<file path="config.mk">
export PLATFORM = sky130hd
export DESIGN_NAME = series_adder_result_axis
export DESIGN_NICKNAME = d
export VERILOG_FILES = /design/src/rtl/series_adder_result_axis.sv
export SDC_FILE = /design/constraint.sdc
export NUM_CORES = 1
export LEC_CHECK = 0
export BUFFER_PORTS_ARGS = -buffer_cell sky130_fd_sc_hd__buf_2
export CAP_MARGIN = 20
export CORE_MARGIN = 8
export CORE_UTILIZATION = 55
export DETAILED_ROUTE_END_ITERATION = 10
export HOLD_SLACK_MARGIN = 0.15
export PLACE_DENSITY = 0.76
export SYNTH_ARGS = -nofsm -noshare
export SYNTH_HDL_FRONTEND = slang
export SYNTH_SLANG_ARGS = --single-unit
</file>
<file path="constraint.sdc">
create_clock -name clk -period 9.6 [get_ports clk]
set_clock_uncertainty 0.15 [all_clocks]
set_input_delay 0.48 -clock clk [delete_from_list [all_inputs] [get_ports clk]]
set_output_delay 0.48 -clock clk [all_outputs]
set_load 0.01 [all_outputs]
</file>
<file path="src/rtl/series_adder_result_axis.sv">
// Result-stream capture stage: buffers the non-backpressured result words in a FIFO and
// re-emits them as an AXI4-Stream master, with framing checks and packet/drop counters.
module series_adder_result_axis #(
    parameter int DATA_W     = 32,
    parameter int FIFO_DEPTH = 16,
    parameter int ADDR_W     = 4,
    parameter int CNT_W      = 16
) (
    input  logic              clk,
    input  logic              rst_p,
    input  logic [DATA_W-1:0] in_data,
    input  logic              in_first,
    input  logic              in_last,
    input  logic              in_vld,
    output logic              in_rdy,
    output logic [DATA_W-1:0] m_axis_tdata,
    output logic              m_axis_tuser,
    output logic              m_axis_tlast,
    output logic              m_axis_tvalid,
    input  logic              m_axis_tready,
    output logic [ADDR_W:0]   fifo_level,
    output logic              overflow,
    output logic              proto_err,
    output logic [CNT_W-1:0]  pkt_cnt,
    output logic [CNT_W-1:0]  drop_cnt
);

    typedef enum logic [0:0] {
        S_IDLE = 1'b0,
        S_PKT  = 1'b1
    } state_t;

    localparam logic [ADDR_W:0]   LVL_FULL = (ADDR_W+1)'(FIFO_DEPTH);
    localparam logic [ADDR_W:0]   LVL_ONE  = (ADDR_W+1)'(1);
    localparam logic [ADDR_W:0]   LVL_ZERO = (ADDR_W+1)'(0);
    localparam logic [ADDR_W-1:0] PTR_ONE  = ADDR_W'(1);
    localparam logic [CNT_W-1:0]  CNT_ONE  = CNT_W'(1);

    logic [DATA_W+1:0] r_mem [FIFO_DEPTH];
    logic [ADDR_W-1:0] r_wr_ptr;
    logic [ADDR_W-1:0] r_rd_ptr;
    logic [ADDR_W:0]   r_level;
    logic              r_in_rdy;
    logic [DATA_W-1:0] r_tdata;
    logic              r_tuser;
    logic              r_tlast;
    logic              r_tvalid;
    logic              r_overflow;
    logic              r_proto_err;
    logic [CNT_W-1:0]  r_pkt_cnt;
    logic [CNT_W-1:0]  r_drop_cnt;
    state_t            r_state;

    logic              w_full;
    logic              w_push;
    logic              w_drop;
    logic              w_pop;
    logic [DATA_W+1:0] w_head;
    logic [ADDR_W:0]   w_level_nxt;
    state_t            w_state_nxt;
    logic              w_err_set;

    // Acceptance looks only at the level at cycle start; a same-cycle pop frees nothing.
    assign w_full = (r_level == LVL_FULL);
    assign w_push = in_vld && !w_full;
    assign w_drop = in_vld && w_full;
    assign w_pop  = (r_level != LVL_ZERO) && (!r_tvalid || m_axis_tready);
    assign w_head = r_mem[r_rd_ptr];

    // Occupancy update from push/pop pair
    always_comb begin
        w_level_nxt = r_level;
        if (w_push && !w_pop) begin
            w_level_nxt = r_level + LVL_ONE;
        end else if (!w_push && w_pop) begin
            w_level_nxt = r_level - LVL_ONE;
        end else begin
            w_level_nxt = r_level;
        end
    end

    // FIFO storage; contents need no reset because pointers define validity
    always_ff @(posedge clk) begin
        if (w_push) begin
            r_mem[r_wr_ptr] <= {in_first, in_last, in_data};
        end
    end

    // FIFO pointers, occupancy and registered ready
    always_ff @(posedge clk) begin
        if (rst_p) begin
            r_wr_ptr <= {ADDR_W{1'b0}};
            r_rd_ptr <= {ADDR_W{1'b0}};
            r_level  <= LVL_ZERO;
            r_in_rdy <= 1'b1;
        end else begin
            if (w_push) begin
                r_wr_ptr <= r_wr_ptr + PTR_ONE;
            end
            if (w_pop) begin
                r_rd_ptr <= r_rd_ptr + PTR_ONE;
            end
            r_level  <= w_level_nxt;
            r_in_rdy <= (w_level_nxt != LVL_FULL);
        end
    end

    // AXI output register: reload from FIFO head whenever the slot is free or draining
    always_ff @(posedge clk) begin
        if (rst_p) begin
            r_tdata  <= {DATA_W{1'b0}};
            r_tuser  <= 1'b0;
            r_tlast  <= 1'b0;
            r_tvalid <= 1'b0;
        end else if (w_pop) begin
            r_tuser  <= w_head[DATA_W+1];
            r_tlast  <= w_head[DATA_W];
            r_tdata  <= w_head[DATA_W-1:0];
            r_tvalid <= 1'b1;
        end else if (m_axis_tready) begin
            r_tvalid <= 1'b0;
        end else begin
            r_tvalid <= r_tvalid;
        end
    end

    // Framing FSM next state: a last word always closes the packet, otherwise one is open
    always_comb begin
        w_state_nxt = r_state;
        w_err_set   = 1'b0;
        if (in_vld) begin
            w_state_nxt = in_last ? S_IDLE : S_PKT;
            case (r_state)
                S_IDLE:  w_err_set = !in_first;
                S_PKT:   w_err_set = in_first;
                default: w_err_set = 1'b0;
            endcase
        end else begin
            w_state_nxt = r_state;
        end
    end

    // Framing state and sticky error/overflow flags plus wrapping counters
    always_ff @(posedge clk) begin
        if (rst_p) begin
            r_state     <= S_IDLE;
            r_proto_err <= 1'b0;
            r_overflow  <= 1'b0;
            r_pkt_cnt   <= {CNT_W{1'b0}};
            r_drop_cnt  <= {CNT_W{1'b0}};
        end else begin
            r_state <= w_state_nxt;
            if (w_err_set) begin
                r_proto_err <= 1'b1;
            end
            if (w_drop) begin
                r_overflow <= 1'b1;
                r_drop_cnt <= r_drop_cnt + CNT_ONE;
            end
            if (r_tvalid && m_axis_tready && r_tlast) begin
                r_pkt_cnt <= r_pkt_cnt + CNT_ONE;
            end
        end
    end

    assign in_rdy        = r_in_rdy;
    assign m_axis_tdata  = r_tdata;
    assign m_axis_tuser  = r_tuser;
    assign m_axis_tlast  = r_tlast;
    assign m_axis_tvalid = r_tvalid;
    assign fifo_level    = r_level;
    assign overflow      = r_overflow;
    assign proto_err     = r_proto_err;
    assign pkt_cnt       = r_pkt_cnt;
    assign drop_cnt      = r_drop_cnt;

endmodule
</file>
Word-level counts from Yosys, hierarchy flattened

Memories as Yosys holds them, arrays and structs flattened. A register that Yosys moved wholly into a read port is not among the register bits.
Cells that the tools add are included.

Bits in registers: 50
Memory bits (writable): 544
Input port bits: 38
Output and inout port bits: 75
Word-level logic and storage cells: 44
Memories kept: 1

$add $sub $neg: 6
Equality and inequality tests: 2
Muxes and demuxes: 9
Bitwise operators: 1
Reductions and logical operators: 15

Memory list:

| name  | depth | bits a word | read ports | clocked after memory_dff | write ports | RTL line | source |
|---|---|---|---|---|---|---|---|
| r_mem | 16    | 34          | 1          | 1                        | 1           | 39       | `logic [DATA_W+1:0] r_mem [FIFO_DEPTH];` |

Operator list:

| cell                    | count |
|---|---|
| $add A16 B1 Y16 const B | 2 |
| $mux W5                 | 2 |
| $add A4 B1 Y4 const B   | 2 |
| $logic_and A1 B1 Y1     | 7 |
| $mux W1                 | 6 |
| $add A5 B1 Y5 const B   | 1 |
| $eq A5 B5 Y1 const B    | 1 |
| $logic_not A1 Y1        | 5 |
| $ne A5 B5 Y1 const B    | 1 |
| $reduce_bool A5 Y1      | 1 |
| $sub A5 B1 Y5 const B   | 1 |
| $pmux W1 S2             | 1 |
| $reduce_bool A2 Y1      | 1 |
| $logic_or A1 B1 Y1      | 1 |
| $not A1 Y1              | 1 |

Logic depth before layout (Yosys ltp)

Depth after elaboration: 8
Depth in mapped cells: 8
Mapped depth without buffers: 7

Worst setup path after synthesis

OpenSTA, ideal clock, no wires.

Path kind: reg2reg
Start: register r_level[0] (netlist: fifo_level[0])
End: memory r_mem[3][0] (netlist name) (enable)
Setup time: 0.467 ns
Arrival: 3.802 ns
Required time: 8.983 ns
Setup slack: 5.181 ns
Cell stages (with the launch flop): 8
Buffers on the path: 1
Period minus slack after synthesis: 4.419 ns
Cells stage by stage: dfxtp_1 > inv_1 > ha_1 > and4bb_1 > buf_6 > nor2_4 > nand2_1 > nor3_1

Word-level cells in the longest chain between the ends: 5

RTL lines:

| item                          | RTL line | source |
|---|---|---|
| start: declaration            | 42       | `logic [ADDR_W:0] r_level;` |
| start signal: assignment      | 103      | `r_level <= w_level_nxt;` |
| $eq A5 B5 Y1                  | 64       | `assign w_full = (r_level == LVL_FULL);` |
| $logic_not A1 Y1              | 65       | `assign w_push = in_vld && !w_full;` |
| $logic_and A1 B1 Y1           | 65       |  |
| $mux W1                       | 84       | `if (w_push) begin` |
| $mux W1 (not written as such) | 85       | `r_mem[r_wr_ptr] <= {in_first, in_last, in_data};` |
| end: declaration              | 39       |  |

No other way between the ends.

Worst setup path in the final report

Start: register r_level[0] (netlist: fifo_level[0])
End: register r_tdata[21] (netlist: m_axis_tdata[21]), read port of r_mem

Word-level cells in the longest chain between the ends: 2

RTL lines:

| item                | RTL line | source |
|---|---|---|
| $reduce_bool A5 Y1  | 67       | `assign w_pop = (r_level != LVL_ZERO) && (!r_tvalid \|\| m_axis_tready);` |
| $logic_and A1 B1 Y1 | 67       |  |
| end: declaration    | 44       | `logic [DATA_W-1:0] r_tdata;` |

No other way between the ends.
A chain may end at the register's enable or synchronous reset.

==> out/results.tsv <==
metric	value	unit
cap_violations	0	
worstSkewPairLatency	0.63	ns
hold_depth	2	
final_nets	1406	
die_w	225	um
status	completed	
fmax	284	MHz
synthesis.area	24000	um^2
mostFrequentLayoutCells	544 x edfxtp_1, 136 x mux4_2, 111 x buf_2	
start_util	55.7	%
grt_first_pass_wirelength	75800	um
cts_root_buf	clkbuf_16	
yosysWarnings	0	
hold_path.class	primary input to register	
final-setup-viol-count	0	
hold_viol_final	0	
fp-row-count	76	
fp.dieH	225	um
synth.avg_cell_area	20.1	um^2
drtIter0Drc	1143	
cts_setup_buffers	0	
cts-root-to-sink-buffers	3	
vias_per_cell	6.11	
core-area	43100	um^2
track_usage	19.9	%
vias	12200	
cts_hold_buf	36	
post-route-min-period	3.52	ns
r2r_slack	6.08	ns
finalMaxSlewViolations	0	
yosysSeqAreaShare	75.1	%
post-route-period-util	36.7	%
fin_setup_tns	0	ns
final_common_cell	edfxtp_1	
syn_inst	1197	
drive_above_1_share	30.4	%
cp_max_fo	74	
hpwl	25800	um
syn_to_final_growth	15.1	%
antenna_found_initial	3	
gp_congestion	0.786	
rsz0062_at_grt	no	
cts_resized	0	
synth_top_flop_cell	edfxtp_1	
drcViolationCount	0	
io_buffers	112	
cts.clk_slew.worst_paths	0.06	ns
fin_total_pwr	6.92	mW
worst_setup_path_end_kind	register	
antenna_left	0	
cts_htree_levels	2	
synth_seq_cells	628	
wl_per_cell	25.3	um
powerDensity	251	nW/um^2
fp.dieArea	50600	um^2
critPathLaunchType	register	
final_core_util	64.1	%
irDropWorstVdd	0.215	mV
firstDrtPassIters	5	
numCtsBuffers	60	
cts_tree	yes	
fill_cells	2811	
synthDistinctLibCells	53	
grt_overflow	0	
cp.arrival	3.82	ns
routed_wl	50500	um
worstRegToRegCells	8	
crit_required	9.90	ns
syn_nets	1244	
p_leak	8.84	nW
synth_edf_count	544	
tightest_slew	1.16	ns
pin_count	113	
cts_sinks	628	
slew-limit-headroom	22.7	%
worstSetupPathType	register to register	
grt_max_degree	115	
async_reset_ff_share	0	%
grt_pass1_vias	12400	
## kinds of logic after synthesis
logic type               Yosys count  share of synthesized area, %
AO/OA/AOI/OAI                    133                          3.68
multiplexers                     173                          14.5
AND/OR/NAND/NOR                  141                          3.21
buffers and inverters             79                          1.86
adder cells (fa/ha/maj)            9                         0.469
XOR/XNOR                          34                          1.24
flip-flops                       628                          75.1
## stage by stage
step	hold slack, ns	cells	worst slack [ns]	instance area (um^2)
after floorplan	0.333	1197	5.18	24000
after global placement	0.306	1846	6.30	25200
after detailed placement	0.312	1846	6.18	25200
after CTS	0.156	1996	6.08	27600
after global routing	0.172	1997	5.86	27600
final	0.172	1998	6.08	27600
## worst paths after layout
check | startpoint | to
worst max-delay path | fifo_level[0] | m_axis_tdata[21]
worst min-delay path | rst_p | m_axis_tdata[22]
worst max register to register | fifo_level[0] | m_axis_tdata[21]
worst min register to register | overflow | overflow
## report_power, final
group | internal, mW | switching (mW)
logic | 0.626 | 0.678
registers | 3.07 | 0.116
clock network | 1.44 | 0.992
## sequential cells by signal, indices dropped and copies added, names as in the netlist
name	cells
drop_cnt	16
fifo_level	5
in_rdy	1
m_axis_tdata	32
m_axis_tlast	1
m_axis_tuser	1
m_axis_tvalid	1
overflow	1
pkt_cnt	16
proto_err	1
r_mem	544
r_rd_ptr	4
r_state	1
r_wr_ptr	4
## cell type report
cell class	instances	area (um^2)	share of cell area, %
antenna	2	5.00	0.0181
clock buffer	81	1640	5.94
clock inverter	33	430	1.56
inverter	10	37.5	0.136
multi-input combinational	490	5660	20.5
sequential	628	18000	65.2
tap	585	732	2.65
timing repair buffer	169	1090	3.96
## worst max-delay path, cell delays in order, from the launching register on
cell and delay [ns]:
dfxtp_1 0.49, inv_1 0.08, ha_1 0.27, nor4b_4 0.17
nor2_4 0.09, buf_4 0.71, nand2_2 0.85, o22ai_1 0.40
a211oi_1 0.11
## synthesized netlist by cell type (7+ instances only)
| cell type | number | share of area (%) |
|---|---|---|
| buf_6 | 7 | 0.33 |
| inv_1 | 10 | 0.16 |
| xnor2_1 | 19 | 0.69 |
| mux4_2 | 136 | 13 |
| buf_2 | 18 | 0.38 |
| nor2_1 | 57 | 0.89 |
| a21oi_1 | 15 | 0.31 |
| nand3_1 | 14 | 0.29 |
| mux2_2 | 34 | 1.6 |
| o22ai_1 | 67 | 1.7 |
| xor2_1 | 15 | 0.55 |
| nand2_1 | 20 | 0.31 |
| edfxtp_1 | 544 | 68 |
| ha_1 | 9 | 0.47 |
| nand4_1 | 10 | 0.26 |
| dfxtp_1 | 84 | 7.0 |
| clkbuf_1 | 27 | 0.42 |
| buf_1 | 9 | 0.14 |
| a211oi_1 | 35 | 1.1 |
## per-layer routing
| layer | GRT usage (%) | wire [um] | up-vias |
|---|---|---|---|
| met5 | 0.684 | 49 | - |
| met4 | 5.76 | 989 | 2 |
| met3 | 3.34 | 3410 | 71 |
| met2 | 33.7 | 25300 | 460 |
| met1 | 26.5 | 20800 | 6406 |
| li1 | - | - | 5271 |
(Power assumes the default switching activity.)
